<file path="config.mk">
export PLATFORM = sky130hd
export DESIGN_NAME = rv32i_decode_stage
export DESIGN_NICKNAME = d
export VERILOG_FILES = /design/src/rtl/rv32_pkg.sv /design/src/rtl/rv32i_field_decode.sv /design/src/rtl/rv32i_decode_stage.sv
export SDC_FILE = /design/constraint.sdc
export NUM_CORES = 1
export LEC_CHECK = 0
export ABC_CLOCK_PERIOD_IN_PS = 7770
export CAP_MARGIN = 10
export CORE_UTILIZATION = 49
export CTS_BUF_LIST = sky130_fd_sc_hd__clkbuf_2 sky130_fd_sc_hd__clkbuf_4 sky130_fd_sc_hd__clkbuf_8
export CTS_CLUSTER_SIZE = 28
export DETAILED_ROUTE_END_ITERATION = 8
export GPL_TIMING_DRIVEN = 0
export HOLD_SLACK_MARGIN = 0.15
export PLACE_DENSITY_LB_ADDON = 0.1
export SYNTH_ARGS = -nofsm -noshare
export SYNTH_HDL_FRONTEND = slang
export SYNTH_SLANG_ARGS = --single-unit
</file>
<file path="constraint.sdc">
create_clock -name clk -period 7.77 [get_ports clk]
set_input_delay 1.554 -clock clk [delete_from_list [all_inputs] [get_ports clk]]
set_output_delay 1.554 -clock clk [all_outputs]
set_load 0.01 [all_outputs]
</file>
<file path="src/rtl/rv32_pkg.sv">
// Shared RV32I decode definitions: opcodes, instruction classes and the
// decoded-instruction record that travels through the decode stage.
package rv32_pkg;

   // Major opcodes (instr[6:0]) of the base integer ISA
   localparam logic [6:0] OPC_OP_IMM   = 7'h13;
   localparam logic [6:0] OPC_OP       = 7'h33;
   localparam logic [6:0] OPC_LOAD     = 7'h03;
   localparam logic [6:0] OPC_STORE    = 7'h23;
   localparam logic [6:0] OPC_BRANCH   = 7'h63;
   localparam logic [6:0] OPC_JAL      = 7'h6F;
   localparam logic [6:0] OPC_JALR     = 7'h67;
   localparam logic [6:0] OPC_LUI      = 7'h37;
   localparam logic [6:0] OPC_AUIPC    = 7'h17;
   localparam logic [6:0] OPC_MISC_MEM = 7'h0F;
   localparam logic [6:0] OPC_SYSTEM   = 7'h73;

   // The two funct7 values the base ISA uses (normal and sub/sra variant)
   localparam logic [6:0] F7_ZERO = 7'b0000000;
   localparam logic [6:0] F7_ALT  = 7'b0100000;

   // Instruction class tag; ILLEGAL must stay 0 so a reset record reads as illegal
   typedef enum logic [3:0] {
      CLS_ILLEGAL  = 4'd0,
      CLS_OP_IMM   = 4'd1,
      CLS_OP       = 4'd2,
      CLS_LOAD     = 4'd3,
      CLS_STORE    = 4'd4,
      CLS_BRANCH   = 4'd5,
      CLS_JAL      = 4'd6,
      CLS_JALR     = 4'd7,
      CLS_LUI      = 4'd8,
      CLS_AUIPC    = 4'd9,
      CLS_MISC_MEM = 4'd10,
      CLS_SYSTEM   = 4'd11
   } iclass_e;

   // Everything execute needs about one instruction, minus the valid bit
   typedef struct packed {
      logic [31:0] pc;
      logic [6:0]  opcode;
      logic [2:0]  funct3;
      logic [6:0]  funct7;
      logic [4:0]  rd;
      logic [4:0]  rs1;
      logic [4:0]  rs2;
      logic [11:0] imm12;
      logic [31:0] imm32;
      iclass_e     iclass;
      logic        illegal;
   } decoded_t;

   // Sign-extend a 12-bit immediate to 32 bits
   function automatic logic [31:0] sext12(input logic [11:0] v);
      return {{20{v[11]}}, v};
   endfunction

endpackage

</file>
<file path="src/rtl/rv32i_field_decode.sv">
// Purely combinational RV32I field splitter: classifies the opcode, builds
// the format-specific immediate and flags encodings outside the base ISA.
// The pc field is left at zero; the stage that owns the PC fills it in.
module rv32i_field_decode
   import rv32_pkg::*;
(
   input  logic [31:0] instr,
   output decoded_t    dec
);

   logic [2:0] funct3;
   logic [6:0] funct7;

   assign funct3 = instr[14:12];
   assign funct7 = instr[31:25];

   // Split the raw fields, then pick class, immediate and legality by opcode
   always_comb begin
      dec         = '0;
      dec.opcode  = instr[6:0];
      dec.funct3  = funct3;
      dec.funct7  = funct7;
      dec.rd      = instr[11:7];
      dec.rs1     = instr[19:15];
      dec.rs2     = instr[24:20];
      dec.iclass  = CLS_ILLEGAL;
      dec.illegal = 1'b0;
      case (instr[6:0])
         OPC_OP_IMM: begin
            dec.iclass = CLS_OP_IMM;
            dec.imm12  = instr[31:20];
            dec.imm32  = sext12(instr[31:20]);
            if (funct3 == 3'b001 && funct7 != F7_ZERO) begin
               dec.illegal = 1'b1;
            end
            if (funct3 == 3'b101 && funct7 != F7_ZERO && funct7 != F7_ALT) begin
               dec.illegal = 1'b1;
            end
         end
         OPC_OP: begin
            dec.iclass = CLS_OP;
            if (funct7 != F7_ZERO && funct7 != F7_ALT) begin
               dec.illegal = 1'b1;
            end
         end
         OPC_LOAD: begin
            dec.iclass = CLS_LOAD;
            dec.imm12  = instr[31:20];
            dec.imm32  = sext12(instr[31:20]);
         end
         OPC_STORE: begin
            dec.iclass = CLS_STORE;
            dec.imm32  = sext12({instr[31:25], instr[11:7]});
         end
         OPC_BRANCH: begin
            dec.iclass = CLS_BRANCH;
            dec.imm32  = {{19{instr[31]}}, instr[31], instr[7], instr[30:25], instr[11:8], 1'b0};
         end
         OPC_JAL: begin
            dec.iclass = CLS_JAL;
            dec.imm32  = {{11{instr[31]}}, instr[31], instr[19:12], instr[20], instr[30:21], 1'b0};
         end
         OPC_JALR: begin
            dec.iclass = CLS_JALR;
            dec.imm12  = instr[31:20];
            dec.imm32  = sext12(instr[31:20]);
            if (funct3 != 3'b000) begin
               dec.illegal = 1'b1;
            end
         end
         OPC_LUI: begin
            dec.iclass = CLS_LUI;
            dec.imm32  = {instr[31:12], 12'h000};
         end
         OPC_AUIPC: begin
            dec.iclass = CLS_AUIPC;
            dec.imm32  = {instr[31:12], 12'h000};
         end
         OPC_MISC_MEM: begin
            dec.iclass = CLS_MISC_MEM;
         end
         OPC_SYSTEM: begin
            dec.iclass = CLS_SYSTEM;
            dec.imm12  = instr[31:20];
            dec.imm32  = sext12(instr[31:20]);
         end
         default: begin
            dec.iclass  = CLS_ILLEGAL;
            dec.illegal = 1'b1;
         end
      endcase
   end

endmodule

</file>
<file path="src/rtl/rv32i_decode_stage.sv">
// RV32I decode pipeline stage. Decodes each accepted fetch word and holds it
// in a two-entry skid buffer (main + skid) so every output, in_ready included,
// comes straight from a flop while still sustaining one word per cycle.
// Only XLEN = 32 is meaningful.
module rv32i_decode_stage
   import rv32_pkg::*;
#(
   parameter int XLEN = 32
)(
   input  logic            clk,
   input  logic            rst,
   input  logic            flush,
   input  logic            in_valid,
   output logic            in_ready,
   input  logic [31:0]     in_instr,
   input  logic [XLEN-1:0] in_pc,
   output logic            out_valid,
   input  logic            out_ready,
   output logic [XLEN-1:0] out_pc,
   output logic [6:0]      out_opcode,
   output logic [2:0]      out_funct3,
   output logic [6:0]      out_funct7,
   output logic [4:0]      out_rd,
   output logic [4:0]      out_rs1,
   output logic [4:0]      out_rs2,
   output logic [11:0]     out_imm12,
   output logic [XLEN-1:0] out_imm32,
   output logic [3:0]      out_class,
   output logic            out_illegal
);

   typedef enum logic [1:0] {
      ST_EMPTY = 2'd0,
      ST_ONE   = 2'd1,
      ST_TWO   = 2'd2
   } skid_state_e;

   skid_state_e state;
   skid_state_e state_next;

   decoded_t dec_fields;
   decoded_t dec_in;
   decoded_t main_q;
   decoded_t skid_q;

   logic in_ready_q;
   logic out_valid_q;
   logic accept;
   logic take;
   logic load_main_in;
   logic load_main_skid;
   logic load_skid;

   rv32i_field_decode u_field_decode (
      .instr (in_instr),
      .dec   (dec_fields)
   );

   // Attach the incoming PC to the freshly decoded fields
   always_comb begin
      dec_in    = dec_fields;
      dec_in.pc = in_pc;
   end

   assign accept = in_valid & in_ready_q;
   assign take   = out_valid_q & out_ready;

   // State register plus the registered handshake outputs, derived from the next state
   always_ff @(posedge clk or posedge rst) begin
      if (rst) begin
         state       <= ST_EMPTY;
         in_ready_q  <= 1'b1;
         out_valid_q <= 1'b0;
      end else begin
         state       <= state_next;
         in_ready_q  <= (state_next != ST_TWO);
         out_valid_q <= (state_next != ST_EMPTY);
      end
   end

   // Next-state and register-load decisions; flush overrides everything and drops any accept
   always_comb begin
      state_next     = state;
      load_main_in   = 1'b0;
      load_main_skid = 1'b0;
      load_skid      = 1'b0;
      if (flush) begin
         state_next = ST_EMPTY;
      end else begin
         case (state)
            ST_EMPTY: begin
               if (accept) begin
                  state_next   = ST_ONE;
                  load_main_in = 1'b1;
               end
            end
            ST_ONE: begin
               if (accept && !take) begin
                  state_next = ST_TWO;
                  load_skid  = 1'b1;
               end else if (!accept && take) begin
                  state_next = ST_EMPTY;
               end else if (accept && take) begin
                  load_main_in = 1'b1;
               end
            end
            ST_TWO: begin
               if (take) begin
                  state_next     = ST_ONE;
                  load_main_skid = 1'b1;
               end
            end
            default: begin
               state_next = ST_EMPTY;
            end
         endcase
      end
   end

   // Main and skid data registers; main holds what execute currently sees
   always_ff @(posedge clk or posedge rst) begin
      if (rst) begin
         main_q <= '0;
         skid_q <= '0;
      end else begin
         if (load_main_in) begin
            main_q <= dec_in;
         end else if (load_main_skid) begin
            main_q <= skid_q;
         end
         if (load_skid) begin
            skid_q <= dec_in;
         end
      end
   end

   assign in_ready    = in_ready_q;
   assign out_valid   = out_valid_q;
   assign out_pc      = main_q.pc;
   assign out_opcode  = main_q.opcode;
   assign out_funct3  = main_q.funct3;
   assign out_funct7  = main_q.funct7;
   assign out_rd      = main_q.rd;
   assign out_rs1     = main_q.rs1;
   assign out_rs2     = main_q.rs2;
   assign out_imm12   = main_q.imm12;
   assign out_imm32   = main_q.imm32;
   assign out_class   = main_q.iclass;
   assign out_illegal = main_q.illegal;

endmodule

</file>
# ---- Word-level counts from Yosys, hierarchy flattened
# Index checks and enable logic that the tools add are counted.
dict set report word_totals {
  register_bits 230
  output_inout_bits 115
  elab_cells 89
}
dict set report op_classes {
  n_eq_ne 17
  n_mux 28
  bitwise 2
  reduce_logical 17
}
# operator count
set ops {}
lappend ops {{113-bit 2-to-1 mux} 2}
lappend ops {{32-bit case mux with 5 select lines} 1}
lappend ops {{4-bit case mux with 11 select lines} 1}
lappend ops {{7-bit == test, second input constant} 4}
lappend ops {{7-bit by 6-bit == test with 1-bit output, second input constant} 3}
lappend ops {{1-bit 2-to-1 mux} 15}
lappend ops {{7-bit by 5-bit == test with 1-bit output, second input constant} 2}
lappend ops {{12-bit 2-to-1 mux} 1}
lappend ops {{2-bit 2-to-1 mux} 5}
lappend ops {{8-bit OR reduction} 1}
lappend ops {{7-bit by 2-bit == test with 1-bit output, second input constant} 1}
lappend ops {{7-bit by 4-bit == test with 1-bit output, second input constant} 1}
lappend ops {{1-bit logical AND} 7}
lappend ops {{7-bit by 6-bit != test with 1-bit output, second input constant} 1}
lappend ops {{7-bit nonzero test} 1}
lappend ops {{2-bit case mux with 3 select lines} 1}
lappend ops {{1-bit case mux with 4 select lines} 1}
lappend ops {{2-bit nonzero test} 2}
lappend ops {{4-bit OR reduction} 1}
lappend ops {{3-bit by 1-bit == test with 1-bit output, second input constant} 1}
lappend ops {{3-bit == test, second input constant} 1}
lappend ops {{3-bit nonzero test} 1}
lappend ops {{1-bit bitwise AND} 2}
lappend ops {{2-bit by 1-bit == test with 1-bit output, second input constant} 1}
lappend ops {{other kinds (6)} 7}

# ---- Logic depth before layout (Yosys ltp)
# Gate-level depths: netlist of run 1.
dict set report logic_depth {
  depth_word 8
  depth_mapped 7
  depth_no_buf 5
}

# ---- Hierarchy
# A second synthesis of run 1 with hierarchy kept.
dict set report unflattened {
  cells_unflattened 839
  hier_area_um2 10856.7
}
# mod n_inst cells_each area_each_um2 seq_area_each_um2
set by_module_without_submodules {}
lappend by_module_without_submodules {rv32i_decode_stage 1 652 9589.2 5756.8}
lappend by_module_without_submodules {rv32i_field_decode 1 187 1267.5 0.0}

# ---- Worst setup path after synthesis of run 1
# Ideal clock, no wire load.
dict set report synth_timing {
  kind {input-to-reg}
  startpoint {input port flush}
  endpoint {register main_q (netlist bit out_imm12[10])}
  setup_ns 0.127
  arrival_time_ns 2.694
  setup_slack_ns 4.949
  path_stages 6
  path_buffers 1
  cell_sequence {and4bb_1 a21boi_4 nor2_4 buf_2 a222oi_1 inv_1}
}
dict set report synth_via {
  elab_chain_cells 2
}
# element line_no
set synth_rtl {}
lappend synth_rtl {{start: declaration} rv32i_decode_stage.sv:12} ;# input logic flush,
lappend synth_rtl {{1-bit 2-to-1 mux} rv32i_decode_stage.sv:87} ;# if (flush) begin
lappend synth_rtl {{113-bit 2-to-1 mux or 2-bit nonzero test (tied branches)} -}
lappend synth_rtl {{end signal: assignment} rv32i_decode_stage.sv:127} ;# main_q <= dec_in;
lappend synth_rtl {{end signal: assignment} rv32i_decode_stage.sv:129} ;# main_q <= skid_q;
lappend synth_rtl {{end: declaration} rv32i_decode_stage.sv:43} ;# decoded_t main_q;
# Several ways; a longest one is shown, not always the timed one.
# A chain may end at the register's enable or synchronous reset.

# ---- Worst setup path in the final report of run 1
dict set report layout_timing {
  startpoint {input port in_instr[0]}
  endpoint {register skid_q[29] (netlist bit)}
}
dict set report layout_via {
  elab_chain_cells 3
}
# element line_no
set layout_rtl {}
lappend layout_rtl {{start: declaration} rv32i_decode_stage.sv:15} ;# input logic [31:0] in_instr,
lappend layout_rtl {{7-bit by 5-bit == test with 1-bit output (tied with other cells)} rv32i_field_decode.sv:28} ;# case (instr[6:0])
lappend layout_rtl {{4-bit OR reduction (no source line) or 2-bit OR reduction (tied branches)} -}
lappend layout_rtl {{32-bit case mux with 5 select lines *} rv32i_field_decode.sv:28}
lappend layout_rtl {{end signal: assignment} rv32i_decode_stage.sv:132} ;# skid_q <= dec_in;
lappend layout_rtl {{end: declaration} rv32i_decode_stage.sv:44} ;# decoded_t skid_q;
# Every way passes the cells marked *; elsewhere a longest branch is shown, timed or not.

==> results of run 1 <==
-- cell families (layout without fill, tap and decap cells) --
logic type	Yosys count	after routing
simple gates	428	428
compound gates	258	258
flops	230	230
buf+inv	77	334
mux	4	4
xor+xnor	2	2
-- worst max path at each step --
stage,startpoint,end,slack [ns],depth (start not counted)
floorplan,rst,out_class[0]$_DFFE_PP0P_,3.21,1
global placement,rst,out_pc[25]$_DFFE_PP0P_,1.47,2
detailed placement,in_instr[3],skid_q[29]$_DFFE_PP0P_,4.04,7
CTS,in_instr[3],skid_q[29]$_DFFE_PP0P_,4.58,7
global route,in_instr[0],skid_q[29]$_DFFE_PP0P_,4.28,7
finish,in_instr[0],skid_q[29]$_DFFE_PP0P_,4.51,7
-- sequential cells by signal, indices dropped and copies added, names as in the netlist, 2 cells and up --
name / cells
skid_q: 113
out_imm12: 12
state: 2
out_funct7: 7
out_funct3: 3
out_class: 4
out_imm32: 32
out_rs2: 5
out_opcode: 7
out_pc: 32
out_rd: 5
out_rs1: 5
-- critical path, cell delays in order --
cell             delay (ns)
clkdlybuf4s50_1        0.61
nand3b_1               0.26
a2111oi_0              0.48
a21oi_1                0.22
nand2b_1               0.21
buf_2                  0.20
o21ai_1                0.16
-- cell usage in the layout, fill, tap and decap left out, types with 22 or more instances in the layout --
| cell | Yosys | routed |
|---|---|---|
| nand2_1 | 376 | 376 |
| clkbuf_1 | 22 | 22 |
| clkdlybuf4s50_1 | 0 | 183 |
| a21oi_1 | 23 | 23 |
| buf_2 | 30 | 30 |
| clkbuf_8 | 0 | 53 |
| o21ai_1 | 34 | 34 |
| o21ai_0 | 47 | 47 |
| dfrtp_1 | 229 | 229 |
| a22oi_1 | 96 | 96 |
-- power breakdown --
group          leakage, nW  switching (mW)  internal, mW  total (mW)
registers             3.00           0.148          1.47        1.61
clock network        0.450           0.482         0.691        1.17
logic                 2.60           0.374         0.355       0.729
total                 6.06            1.00          2.51        3.52
-- layout make-up --
cell class,count,area (um2)
fill,1566,6210
sequential,230,5760
multi-input combinational,692,3560
timing repair buffer,189,1950
clock buffer,64,812
tap,260,325
buffer,64,297
inverter,13,52.6
clock inverter,4,50.0
-- layer usage --
layer	global-route usage	routed length (um)	up-vias
li1	-	-	3896
met1	0.420	12600	4131
met2	0.444	13200	364
met3	0.0737	2510	52
met4	0.0968	818	0
met5	0	0	-
-- stage by stage --
stage / std cells / hold WS, ns / utilization / instance area (um2) / power [mW]
after floorplan: 999 / 0.446 / - / 9670 / 1.96
after global placement: 1442 / 0.458 / 0.622 / 11800 / 2.33
after detailed placement: 1448 / 0.461 / 0.628 / 11900 / 2.36
after CTS: 1516 / 0.476 / 0.673 / 12800 / 3.54
after global routing: 1516 / 0.488 / 0.673 / 12800 / 3.70
final: 1516 / 0.470 / 0.673 / 12800 / 3.52
==> results, run 1 <==
- The deepest clock path buffer count is 3.
- Setup repair after global routing left no endpoint under its margin.
- Clock-pin slew was measured on the worst setup and hold paths at 0.06 ns.
- The distinct cell type count of the synthesized netlist is 59.
- CTS saw 230 sinks.
- The first TritonRoute pass finished after 5 iterations.
- The initial antenna violation count was 0.
- The post-synthesis xor/xnor area fraction is 0.00181.
- The clock arrives with 0.0418 ns of skew.
- The post-CTS setup repair buffer count is 0.
- The path class of the lowest-slack min-delay path is register to register.
- Ranked by instance count, the synthesized netlist is headed by nand2_1 (376), dfrtp_1 (229), a22oi_1 (96), o21ai_0 (47), o21ai_1 (34).
- The number of hold buffers added after CTS was 0.
- The worst hold path was traced through 2 stages.
- The average wire per cell in the routed design is 19.2 um.
- Post-CTS repair changed the size of 0 cells.
- The share of synthesized cell area in full adder, half adder and majority cells is 0.
- Synthesis produced a netlist whose cell count is 999.
- The worst hold endpoint is out_pc[30]$_DFFE_PP0P_.
- Of the total synthesized cell area, the portion taken by AND, OR, NAND and NOR gates is 0.180.
- The total global routing track utilization is 0.296.
- The post-synthesis instance area is 9660 um2.
- The mean number of vias per cell is 5.57.
- The worst register-to-register path ends at out_class[0]$_DFFE_PP0P_.
- The die covers 20300 um2.
- CTS placed an instance of clkbuf_8 at the clock tree root.
- The register bit total from synthesis is 230.
- The critical path is of the primary input to register type.
- The proportion of synthesized flip-flops having asynchronous set or reset is 1.00.
- The static leakage is 6.06 nW.
- After synthesis, the largest family of logic cells by area is compound AO/OA/AOI/OAI gates.
- The number of global-route vias before repair is 8373.
- The worst slew slack as a fraction of its limit is 0.325.
- The total power density per cell area is 275 nW/um2.
- TritonCTS built the clock tree.
- The die height is 142 um.
- The worst ir drop on vdd is 0.000187 V.
- The core area is 19000 um2.
- Before CTS, the worst setup slack after placement is 4.04 ns.
- The growth of design area from synthesis to finish is 32.5%.
- The H-tree generated during clock tree synthesis spans 2 levels.
- The startpoint identified for the worst hold timing path is out_pc[30]$_DFFE_PP0P_.
- The number of nets with antenna violations after detailed routing is 0.
- The register-to-register path setup slack is 5.57 ns.
- The first-iteration detailed-routing DRC count is 786.
- In this run, CTS created clock tree buffers numbering 40.
- The required time of the worst setup path is 8.22 ns.
- The hold violation count in the final report was 0.
- dfrtp_1 takes more of the synthesized area than any other cell.
- Yosys attributes the largest share of cell area to dfrtp_1 (59%), nand2_1 (15%), a22oi_1 (7.5%).
- The global-route congestion overflow total is 0.
- The tool flagged a number of max-cap violations equal to 0.
- The compound-gate portion of the synthesized area is 0.182.
- In this run the core area contains 50 standard-cell rows.
- The mux cell area share after synthesis is 0.00453.
- The synthesized design contains 0 enable-type register cells.
- The vias after detailed routing is 8443.
- For this run, the register share of the synthesized area comes to 0.596.
- In this run the worst path has a maximum fanout of 10.
- The most used flip-flop cell after synthesis is dfrtp_1.
- The post-layout minimum cycle time is 3.26 ns.
- The run finished with clean final reports.
- The max-slew violation total from the final report is 0.
- The number of antenna diodes in the final layout is 0.
- Across all setup checks in the final design, the least slack found is 4.51 ns.
- After detailed routing, the number of remaining DRC violations is 0.
- The measured slew at the worst slew-check pin is 1.00 ns.
- The number of nets in the final layout is 1299.
- Dividing the synthesized area by the synthesized cell count gives 9.67 um2.
- Of the post-synthesis cell area, the dominant cell type holds 0.593.
- Yosys printed 0 warnings.
- For this configuration, the core starts out at a cell density of 0.508.
- The post-route clock period utilization is 0.420.
- For the worst setup path, the data arrival time is 3.71 ns.
- The endpoint class of the critical path is a register.
- The number of cells traversed by the worst register-to-register path is 6.
- Entering global routing, the biggest net connects 44 pins.
- Setup total negative slack on the finished layout was measured at 0 ns.
- The die span in x is 142 um.
- For this run, the top clock speed supported by timing is 0.306 GHz.
- The proportion of layout cells with a drive suffix above 1 is 0.108.
- The worst setup path is launched from a primary input.
- The overall routed net length is 29100 um.
- The number of I/O port buffers is 183.
- The library cell with the highest instance count after synthesis is nand2_1.
- The clock insertion delay at the later pin of the skew report is 0.54 ns.
- The first global-routing pass estimated 45700 um of wire.
- Synthesis produced a netlist with a net count of 1068.
- Setup violations remaining at the end of the flow were counted as 0.
- The HPWL after detailed placement is 20400 um.
- Routability-driven placement finished with a final weighted congestion of 0.953.
- The number of ports placed on the die boundary is 184.
- The critical register-to-register path startpoint is in_ready$_DFF_PP1_.
(Power assumes the default switching activity.)
==> run 2: changes to the inputs <==
Settings changed: ABC_CLOCK_PERIOD_IN_PS 7770 to 2800.
Clock period 7.77 ns to 2.8 ns, I/O delays scaled along.
==> results of run 2 <==
The final DEF is identical to that of run 1. Status: finished clean.
Main changes from that run: setup slack after placement 4.04 ns -> 0.0621 ns; setup slack after layout 4.51 ns -> 0.531 ns; hold slack 0.470 ns -> 0.389 ns; register-to-register setup slack 5.57 ns -> 0.60 ns; total power 3.52 mW -> 9.76 mW; worst IR drop on VDD 0.000187 V -> 0.000518 V
==> run 3: changes to the inputs <==
Settings changed: ABC_CLOCK_PERIOD_IN_PS 2800 to 2100, CORE_UTILIZATION 49 to 54.
Clock period 2.8 ns to 2.1 ns, I/O delays scaled along.
==> run 3 against run 2 <==
Net effect: sequential power rose by 33%; routed wire length fell by 3.3%; non-clock buffer count rose by 3; hold slack improved by 0.045 ns; final area rose by 0.13%; critical path depth fell by 6; register-to-register slack got worse by 0.51 ns; final cell count fell by 2.1%; largest cell class unchanged; highest routed layer unchanged.
==> results, run 3 (same netlist as run 1, synthesis figures left out) <==
- The critical path start-end classification is register to output pin.
- The post-route worst setup slack is 0.0652 ns.
- VDD sags by at most 0.000859 V.
- The worst pin sits at a relative slew slack of 0.516.
- The worst path in the final design needs a cycle of 2.03 ns, including I/O delays and setup.
- The global routing stage identified its most utilized layer as met2.
- After detailed routing, the average wire length per cell comes to 19.0 um.
- The final design area excluding fillers is 12800 um2.
- The met2 routing resource usage after global routing is 0.458.
- The clock insertion delay at the later pin of the skew report is 0.54 ns.
- The critical path buffer and inverter count is 1.
- The library cell used as clock root buffer is clkbuf_8.
- The register with the most flip-flops in the final layout is skid_q.
- The clock transition at the registers of the reported paths is 0.06 ns.
- In the finished design, the share of the clock period the worst path needs comes to 0.969.
- The area enclosed by the die boundary is 18400 um2.
- The die height is 136 um.
- The hold violation count in the final report is 0.
- In this run the register-to-register setup slack is 0.09 ns.
- The startpoint identified for the worst register-to-register timing path is out_valid$_DFF_PP0_.
- The type of origin of the critical path is a register.
- The flow ran to the end, and the final reports show no timing, DRC or antenna violations.
- Setup repair after global routing could not meet its margin everywhere.
- The number of global-route vias before repair is 7994.
- At the worst endpoint, the arrival time is 1.61 ns.
- The floorplan has 48 rows.
- The maximum clock frequency is 0.491 GHz.
- The number of flip-flops under the largest register name is 113.
- The total power density per cell area is 1010 nW/um2.
- The critical path's slowest cell is dfstp_2.
- The initial antenna violation count is 0.
- The area growth from synthesis to layout is 32.7%.
- The most frequent standard cell in the layout excluding fill and tap cells is nand2_1.
- Of all nets on the critical path, the largest fanout is 3.
- The cell area reported after detailed placement is 11900 um2.
- In the global route stage, met3 resource usage came out at 0.0703.
- The total global routing track utilization is 0.312.
- The worst setup slack after placement is -0.508 ns.
- The number of antenna diodes in the final layout is 0.
- For this block, the via count after detailed routing is 8492.
- TritonCTS built the clock tree.
- The required time of the worst setup path is 1.68 ns.
- In this run the tool buffered the top-level ports with 183 buffer cells.
- The startpoint identified for the worst hold timing path is in_pc[22].
- In this run the deepest clock path goes through 3 buffers.
- The region available for standard cell placement spans 17400 um2.
- The endpoint class of the critical path is an output pin.
- For this design the static power due to leakage is 6.11 nW.
- For this run, the detailed router's first-pass iteration total came to 6.
- For this configuration, the core starts out at a cell density of 0.557.
- The number of nets in the final layout is 1300.
- In this design, the largest share of critical-path delay is due to flip-flops.
- The overall power is 13.0 mW.
- In this run the count of I/O pins placed on the die edge is 184.
- The number of cells on the worst reg-to-reg path is 6.
- The worst hold slack after final layout is 0.434 ns.
- Detailed placement finished with a half-perimeter wire length of 19700 um.
- The worst hold path was traced through 3 stages.
- Walking the worst path, the cells encountered are clkdlybuf4s50_1.
- The global-route met1 utilization is 0.451.
- Of the cells placed in the final design, the portion with a size suffix greater than 1 is 0.122.
- In the layout the commonest cells are nand2_1 (376), dfrtp_1 (229), clkdlybuf4s50_1 (183).
- For this run, design rule violations remaining after detail routing come to 0.
- The max-slew violation total from the final report came to 0.
- The first-iteration detailed-routing DRC count is 727.
- The die span in x is 136 um.
- The final core utilization is 0.739.
- The path with the worst hold slack has its endpoint at skid_q[103]$_DFFE_PP0P_.
- CTS saw 230 sinks.
- The detail route stage leaves a number of antenna-violating nets equal to 0.
- Setup violations remaining at the end of the flow were counted as 0.
- Buffers inserted during clock tree synthesis total 38.
- The maximum single-stage delay on the critical path is 0.54 ns.
- For this run the aggregate overflow at the end of global routing stands at 0.
- The H-tree generated during clock tree synthesis spans 2 levels.
- The number of max-cap violations is 0.
- The wire length of the first global-routing pass is 43600 um.
- Entering global routing, the biggest net connects 43 pins.
- The worst register-to-register path ends at out_imm12[11]$_DFFE_PP0P_.
- The routability-driven placement congestion ratio is 0.936.
- The clock skew after layout is 0.0140 ns.
- The path class of the lowest-slack min-delay path is primary input to register.
- After detailed routing, the total wire length is 28100 um.
- The mean number of vias per cell is 5.72.
- The measured slew at the worst slew-check pin is 0.726 ns.
==> run 3: cell type report <==
cell class / instances / area, um2
Buffer: 64 / 322
Tap cell: 225 / 282
Clock inverter: 10 / 109
Inverter: 13 / 52.6
Timing Repair Buffer: 192 / 1980
Fill cell: 1310 / 4540
Sequential cell: 230 / 5760
Multi-Input combinational cell: 692 / 3590
Clock buffer: 58 / 729
==> run 3: how the worst max path moves through the flow <==
stage	slack, ns	cells past startpoint	start	end
after global placement	-3.05	2	rst	out_rs1[2]$_DFFE_PP0P_
final	0.07	1	in_ready$_DFF_PP1_	in_ready
after CTS	0.003	6	in_ready$_DFF_PP1_	out_rd[0]$_DFFE_PP0P_
after detailed placement	-0.51	7	flush	skid_q[101]$_DFFE_PP0P_
after global routing	-0.007	6	in_ready$_DFF_PP1_	skid_q[95]$_DFFE_PP0P_
after floorplan	-1.33	1	rst	out_class[0]$_DFFE_PP0P_
==> run 3: timing repair <==
item / in CTS / in global routing
hold buffers: 1 / 0
setup endpoints to repair: 14 / 173
resized for setup: 5 / 23
buffers inserted: 0 / 2
endpoints found under the hold margin: 5 / 0
pin swaps: 0 / 1
==> run 3: per-stage QoR <==
stage / instances / setup TNS, ns
floorplan: 999 / -304.46
global placement: 1407 / -786.56
detailed placement: 1413 / -94.31
CTS: 1482 / 0
global route: 1484 / -0.0371
finish: 1484 / 0
==> run 3: where the power goes <==
group	total, mW	switching, mW	internal [mW]
Combinational	2.69	1.36	1.32
Clock	4.29	1.82	2.47
Sequential	5.98	0.558	5.43
Total	13.0	3.74	9.22
==> run 3: per-layer routing <==
metal  vias up  wire length [um]  part of all wire
li1       3901                 -                 -
met1      4127             12100              0.43
met2       397             12700              0.45
met3        67              2420             0.086
met4         0               852             0.030
met5         -                 0                 0
